`config.mk`:
```
export PLATFORM = sky130hd
export DESIGN_NAME = fetch_unit
export DESIGN_NICKNAME = d
export VERILOG_FILES = /design/src/rtl/fetch_unit.sv
export SDC_FILE = /design/constraint.sdc
export NUM_CORES = 1
export LEC_CHECK = 0
export ABC_CLOCK_PERIOD_IN_PS = 20100
export BUFFER_PORTS_ARGS = -buffer_cell sky130_fd_sc_hd__clkbuf_2
export CAP_MARGIN = 20
export CORE_AREA = 2 2 134 136
export DETAILED_ROUTE_END_ITERATION = 10
export DIE_AREA = 0 0 136 138
export PLACE_DENSITY = 0.86
export SKIP_CTS_REPAIR_TIMING = 1
export SYNTH_ARGS = -nofsm -noshare
export SYNTH_HDL_FRONTEND = slang
export SYNTH_SLANG_ARGS = --single-unit
```
`constraint.sdc`:
```
create_clock -name clk -period 20.1 [get_ports clk]
set_clock_uncertainty 0.15 [all_clocks]
set_input_delay 1.005 -clock clk [delete_from_list [all_inputs] [get_ports clk]]
set_output_delay 1.005 -clock clk [all_outputs]
set_load 0.01 [all_outputs]
```
`src/rtl/fetch_unit.sv`:
```
// Instruction fetch stage: issues in-order word fetches, buffers responses in a small FIFO,
// presents them to decode and discards stale responses after a redirect.
module fetch_unit #(
    parameter int unsigned DEPTH = 2
) (
    input  logic        clk,
    input  logic        reset,
    input  logic [31:0] pc_q,
    output logic [31:0] pc_next,
    output logic        imem_req_valid,
    input  logic        imem_req_ready,
    output logic [31:0] imem_req_addr,
    input  logic        imem_rsp_valid,
    input  logic [31:0] imem_rsp_data,
    input  logic        redirect_valid,
    input  logic [31:0] redirect_pc,
    output logic        if_valid,
    input  logic        if_ready,
    output logic [31:0] if_pc,
    output logic [31:0] if_instr
);

    localparam int unsigned PW = $clog2(DEPTH);
    localparam int unsigned CW = $clog2(DEPTH + 1);
    localparam logic [CW:0] DepthW = (CW + 1)'(DEPTH);

    typedef enum logic {StRun, StDrain} state_e;

    state_e        r_state;
    logic [CW-1:0] r_outstanding;
    logic [CW-1:0] r_stale;
    logic [CW-1:0] r_count;
    logic [PW-1:0] r_aq_wr;
    logic [PW-1:0] r_aq_rd;
    logic [PW-1:0] r_wr;
    logic [PW-1:0] r_rd;
    logic [31:0]   r_aq         [DEPTH];
    logic [31:0]   r_fifo_pc    [DEPTH];
    logic [31:0]   r_fifo_instr [DEPTH];

    logic          w_req_valid;
    logic          w_fire;
    logic          w_rsp_take;
    logic          w_rsp_drop;
    logic          w_push;
    logic          w_if_valid;
    logic          w_pop;
    logic [CW-1:0] w_out_after;

    // Responses with nothing outstanding are protocol errors and are ignored entirely.
    assign w_rsp_take  = imem_rsp_valid & (r_outstanding != '0);
    assign w_rsp_drop  = (r_stale != '0) | redirect_valid;
    assign w_push      = w_rsp_take & ~w_rsp_drop;
    assign w_out_after = r_outstanding - CW'(w_rsp_take);

    // Reserving a FIFO slot per outstanding request means a response never finds the FIFO full.
    assign w_req_valid = ~reset & (r_state == StRun) & ~redirect_valid &
                         (({1'b0, r_count} + {1'b0, r_outstanding}) < DepthW);
    assign w_fire      = w_req_valid & imem_req_ready;
    assign w_if_valid  = (r_count != '0) & ~redirect_valid;
    assign w_pop       = w_if_valid & if_ready;

    assign imem_req_valid = w_req_valid;
    assign imem_req_addr  = pc_q;
    assign if_valid       = w_if_valid;
    assign if_pc          = r_fifo_pc[r_rd];
    assign if_instr       = r_fifo_instr[r_rd];

    always_comb begin
        pc_next = pc_q;
        if (!reset) begin
            if (redirect_valid) begin
                pc_next = redirect_pc & 32'hFFFF_FFFC;
            end else if (w_fire) begin
                pc_next = pc_q + 32'd4;
            end
        end
    end

    always_ff @(posedge clk or posedge reset) begin
        if (reset) begin
            r_aq_wr       <= '0;
            r_aq_rd       <= '0;
            r_outstanding <= '0;
            for (int i = 0; i < DEPTH; i++) begin
                r_aq[i] <= '0;
            end
        end else begin
            if (w_fire) begin
                r_aq[r_aq_wr] <= pc_q;
                r_aq_wr       <= r_aq_wr + PW'(1);
            end
            if (w_rsp_take) begin
                r_aq_rd <= r_aq_rd + PW'(1);
            end
            r_outstanding <= w_out_after + CW'(w_fire);
        end
    end

    // In DRAIN nothing issues, so every outstanding request is stale.
    always_ff @(posedge clk or posedge reset) begin
        if (reset) begin
            r_state <= StRun;
            r_stale <= '0;
        end else begin
            case (r_state)
                StRun: begin
                    if (redirect_valid && (w_out_after != '0)) begin
                        r_state <= StDrain;
                        r_stale <= w_out_after;
                    end
                end
                StDrain: begin
                    if (w_rsp_take) begin
                        r_stale <= r_stale - CW'(1);
                        if (r_stale == CW'(1)) begin
                            r_state <= StRun;
                        end
                    end
                end
                default: begin
                    r_state <= StRun;
                    r_stale <= '0;
                end
            endcase
        end
    end

    always_ff @(posedge clk or posedge reset) begin
        if (reset) begin
            r_wr    <= '0;
            r_rd    <= '0;
            r_count <= '0;
            for (int i = 0; i < DEPTH; i++) begin
                r_fifo_pc[i]    <= '0;
                r_fifo_instr[i] <= '0;
            end
        end else if (redirect_valid) begin
            r_wr    <= '0;
            r_rd    <= '0;
            r_count <= '0;
        end else begin
            if (w_push) begin
                r_fifo_pc[r_wr]    <= r_aq[r_aq_rd];
                r_fifo_instr[r_wr] <= imem_rsp_data;
                r_wr               <= r_wr + PW'(1);
            end
            if (w_pop) begin
                r_rd <= r_rd + PW'(1);
            end
            r_count <= r_count + CW'(w_push) - CW'(w_pop);
        end
    end

endmodule

```
==> impl_metrics.py <==
metrics = {
    "run_status": {
        "status": "finished, final reports clean",
    },
    "synthesis": {
        "yosys-top-cells-area": "dfrtp_1, mux2_2, a21oi_1, nor2_1, mux2i_1",
        "yosysUniqueCellTypes": 56,
        "syn-cell-area_um2": 10100,
        "synth_nets": 998,
        "yosys_warnings": 0,
        "synth-edff-count": 0,
        "syn_inst": 888,
        "yosysTopAreaCell": "dfrtp_1",
        "yosysSeqAreaShare_pct": 50.2,
        "yosysMostFrequentCell": "dfrtp_1",
        "ys_top_cells_by_count": "dfrtp_1, mux2_2, nor2_1, a21oi_1, mux2i_1",
        "synth-main-ff-cell": "dfrtp_1",
        "async_reset_ff_share_pct": 100,
        "avgSynthCellArea_um2": 11.4,
        "yosysTopAreaCellShare_pct": 50.2,
        "ys_ff_latch": 203,
    },
    "drt": {
        "vias": 7580,
        "route.met2.wl_um": 11800,
        "drt-pass1-iter-count": 5,
        "highest_layer": "met4",
        "wire_per_inst_um": 18.3,
        "wl_met1_um": 9840,
        "routed_wl_um": 23800,
        "drtIter0Drc": 506,
        "drc": 0,
        "via_per_inst": 5.83,
        "wl_met3_um": 1520,
        "ant_nets": 0,
    },
    "sta": {
        "rsz0062_at_grt": "false",
        "fmax_mhz": 197,
        "setup_violations": 0,
        "finalCriticalPeriod_ps": 5080,
        "max_slew.worst_pin.slew_ps": 1020,
        "period_share_pct": 25.3,
        "hold_violations": 0,
        "finalSetupTns_ps": 0,
        "holdWs_ps": 333,
        "slew_headroom_pct": 32.3,
        "slew_viol_final": 0,
    },
    "floorplanning": {
        "row_count": 49,
        "fp.dieArea_um2": 18800,
        "die_h_um": 138,
        "coreArea_um2": 17500,
        "ios": 232,
        "die_w_um": 136,
        "initial_core_util_pct": 57.7,
    },
    "placement": {
        "portBuffers": 229,
        "hpwl_um": 15400,
        "gp_congestion": 0.856,
        "place_inst": 1261,
    },
    "power_and_ir_drop": {
        "power.density_nw_per_um2": 131,
        "internal_power_w": 0.00107,
        "clockPowerShare_pct": 25.6,
        "p_switching_w": 0.000491,
        "p_seq_share_pct": 42.4,
        "p_leak_nw": 5.90,
        "ir_drop_mv": 0.0807,
        "swShare_pct": 31.5,
        "combPwrFrac_pct": 32.0,
    },
    "cts": {
        "cts_tree": "built",
        "cts.sinks": 203,
        "root_buffer": "clkbuf_16",
        "clock_latency_ps": 500,
        "numCtsBuffers": 22,
        "htree_levels": 1,
        "cts.clk_slew.worst_paths_ps": 60,
        "cts_buffer_depth": 3,
    },
    "cells_and_area": {
        "regArea_um2": 5080,
        "diodes": 0,
        "multi_input_area_um2": 4470,
        "fill_cells": 1299,
        "fin_nets": 1168,
        "final_cells": 1301,
        "drive_gt1_share_pct": 43.7,
        "synthToLayoutAreaGrowth_pct": 17.5,
    },
    "grt": {
        "grt_max_degree": 153,
        "grt-ovfl-total": 0,
        "grt_pass1_wl_um": 38000,
        "grt_usage_pct": 25.0,
        "grt_pass1_vias": 7422,
        "antenna_found_initial": 0,
    },
    "worst_setup_path": {
        "startpoint_type": "primary input",
        "cp_data_arrival_time_ps": 3930,
        "path_class": "primary input to primary output",
        "crit_required_ps": 18950,
        "cp-end-kind": "primary output",
        "crit_fanout": 33,
    },
    "flow_run": {
        "cap_viol_max_count": 0,
    },
    "min_path": {
        "hold_path_class": "flop to flop",
    },
}
-- per-stage QoR --
step                util [%]  total power (W)  worst slack [ps]  area (um2)
floorplan                  -         0.000999             10700       10100
global placement        63.4          0.00113             15100       11100
detailed placement      63.4          0.00116             15080       11100
CTS                     67.5          0.00157             15070       11800
global route            67.8          0.00165             14900       11900
finish                  67.8          0.00156             15020       11900
-- routing by layer --
metal  up-vias  track usage, %
met4         0            8.22
met3        51            3.63
li1       3488               -
met2       293            41.7
met5         -               0
met1      3748            33.5
-- cell type report --
type	instances	share of cell area, %
flip-flops and latches	203	42.8
multi-input cells	575	37.6
repair buffers	237	10.4
clock buffers	34	5.69
well taps	229	2.41
inverters	19	0.663
clock inverters	4	0.431
-- registers in the layout, indices dropped and copies added, names as in the netlist --
signal	cells
r_wr	1
r_fifo_instr	64
r_outstanding	2
r_rd	1
r_aq	64
r_aq_rd	1
r_count	2
r_aq_wr	1
r_stale	2
r_state	1
r_fifo_pc	64
-- worst max-delay path: stages --
cell      delay (ps)
clkbuf_2         440
or3b_2           740
nor2_1           720
nand4_1          300
or4_1            460
nand3_1          110
clkbuf_2         140
-- worst paths after layout --
path                                 end  slack, ps  cells after the start           start
max                          pc_next[10]      15020                      7  redirect_valid
min                             r_aq[57]        330                      1        r_aq[57]
min reg2reg                     r_aq[57]        330                      1        r_aq[57]
max reg2reg                     r_aq[25]      16230                      6      r_count[0]
max in group asynchronous           r_rd      17450                      4           reset
min in group asynchronous  r_fifo_pc[18]        850                      3           reset
-- layout by cell type, fill, tap and decap left out, drive strengths merged, types with 4 or more instances in the layout --
cell type	count
xor2	5
and2	4
a21oi	78
nand4	11
mux2	186
o22ai	8
clkbuf	263
buf	8
nand3	13
mux2i	35
o21ai	15
a31oi	6
inv	18
a211oi	7
and3	10
nor3	9
a22oi	8
o22a	4
and4	4
nand2	24
xnor2	6
dfrtp	203
nor2	94
ha	7
nor4	6
-- power groups by stage --
| stage | clock (W) | combinational [W] | sequential (W) |
|---|---|---|---|
| after global placement | 0 | 0.000464 | 0.000670 |
| after detailed placement | 0 | 0.000481 | 0.000681 |
| after CTS | 0.000406 | 0.000486 | 0.000676 |
| after global routing | 0.000426 | 0.000547 | 0.000681 |
| final | 0.000399 | 0.000500 | 0.000661 |
| after floorplan | 0 | 0.000368 | 0.000631 |
-- logic make-up after synthesis --
logic type	after synthesis	share of synthesized area [%]
xor gates and xnor gates	11	0.952
AOI/OAI and AO/OA	148	8.89
buffers and inverters	110	5.80
and+or+nand+nor	187	8.91
muxes	221	24.2
adders and majority gates	8	1.06
DFF	203	50.2
Power figures use the tool's default switching activity.
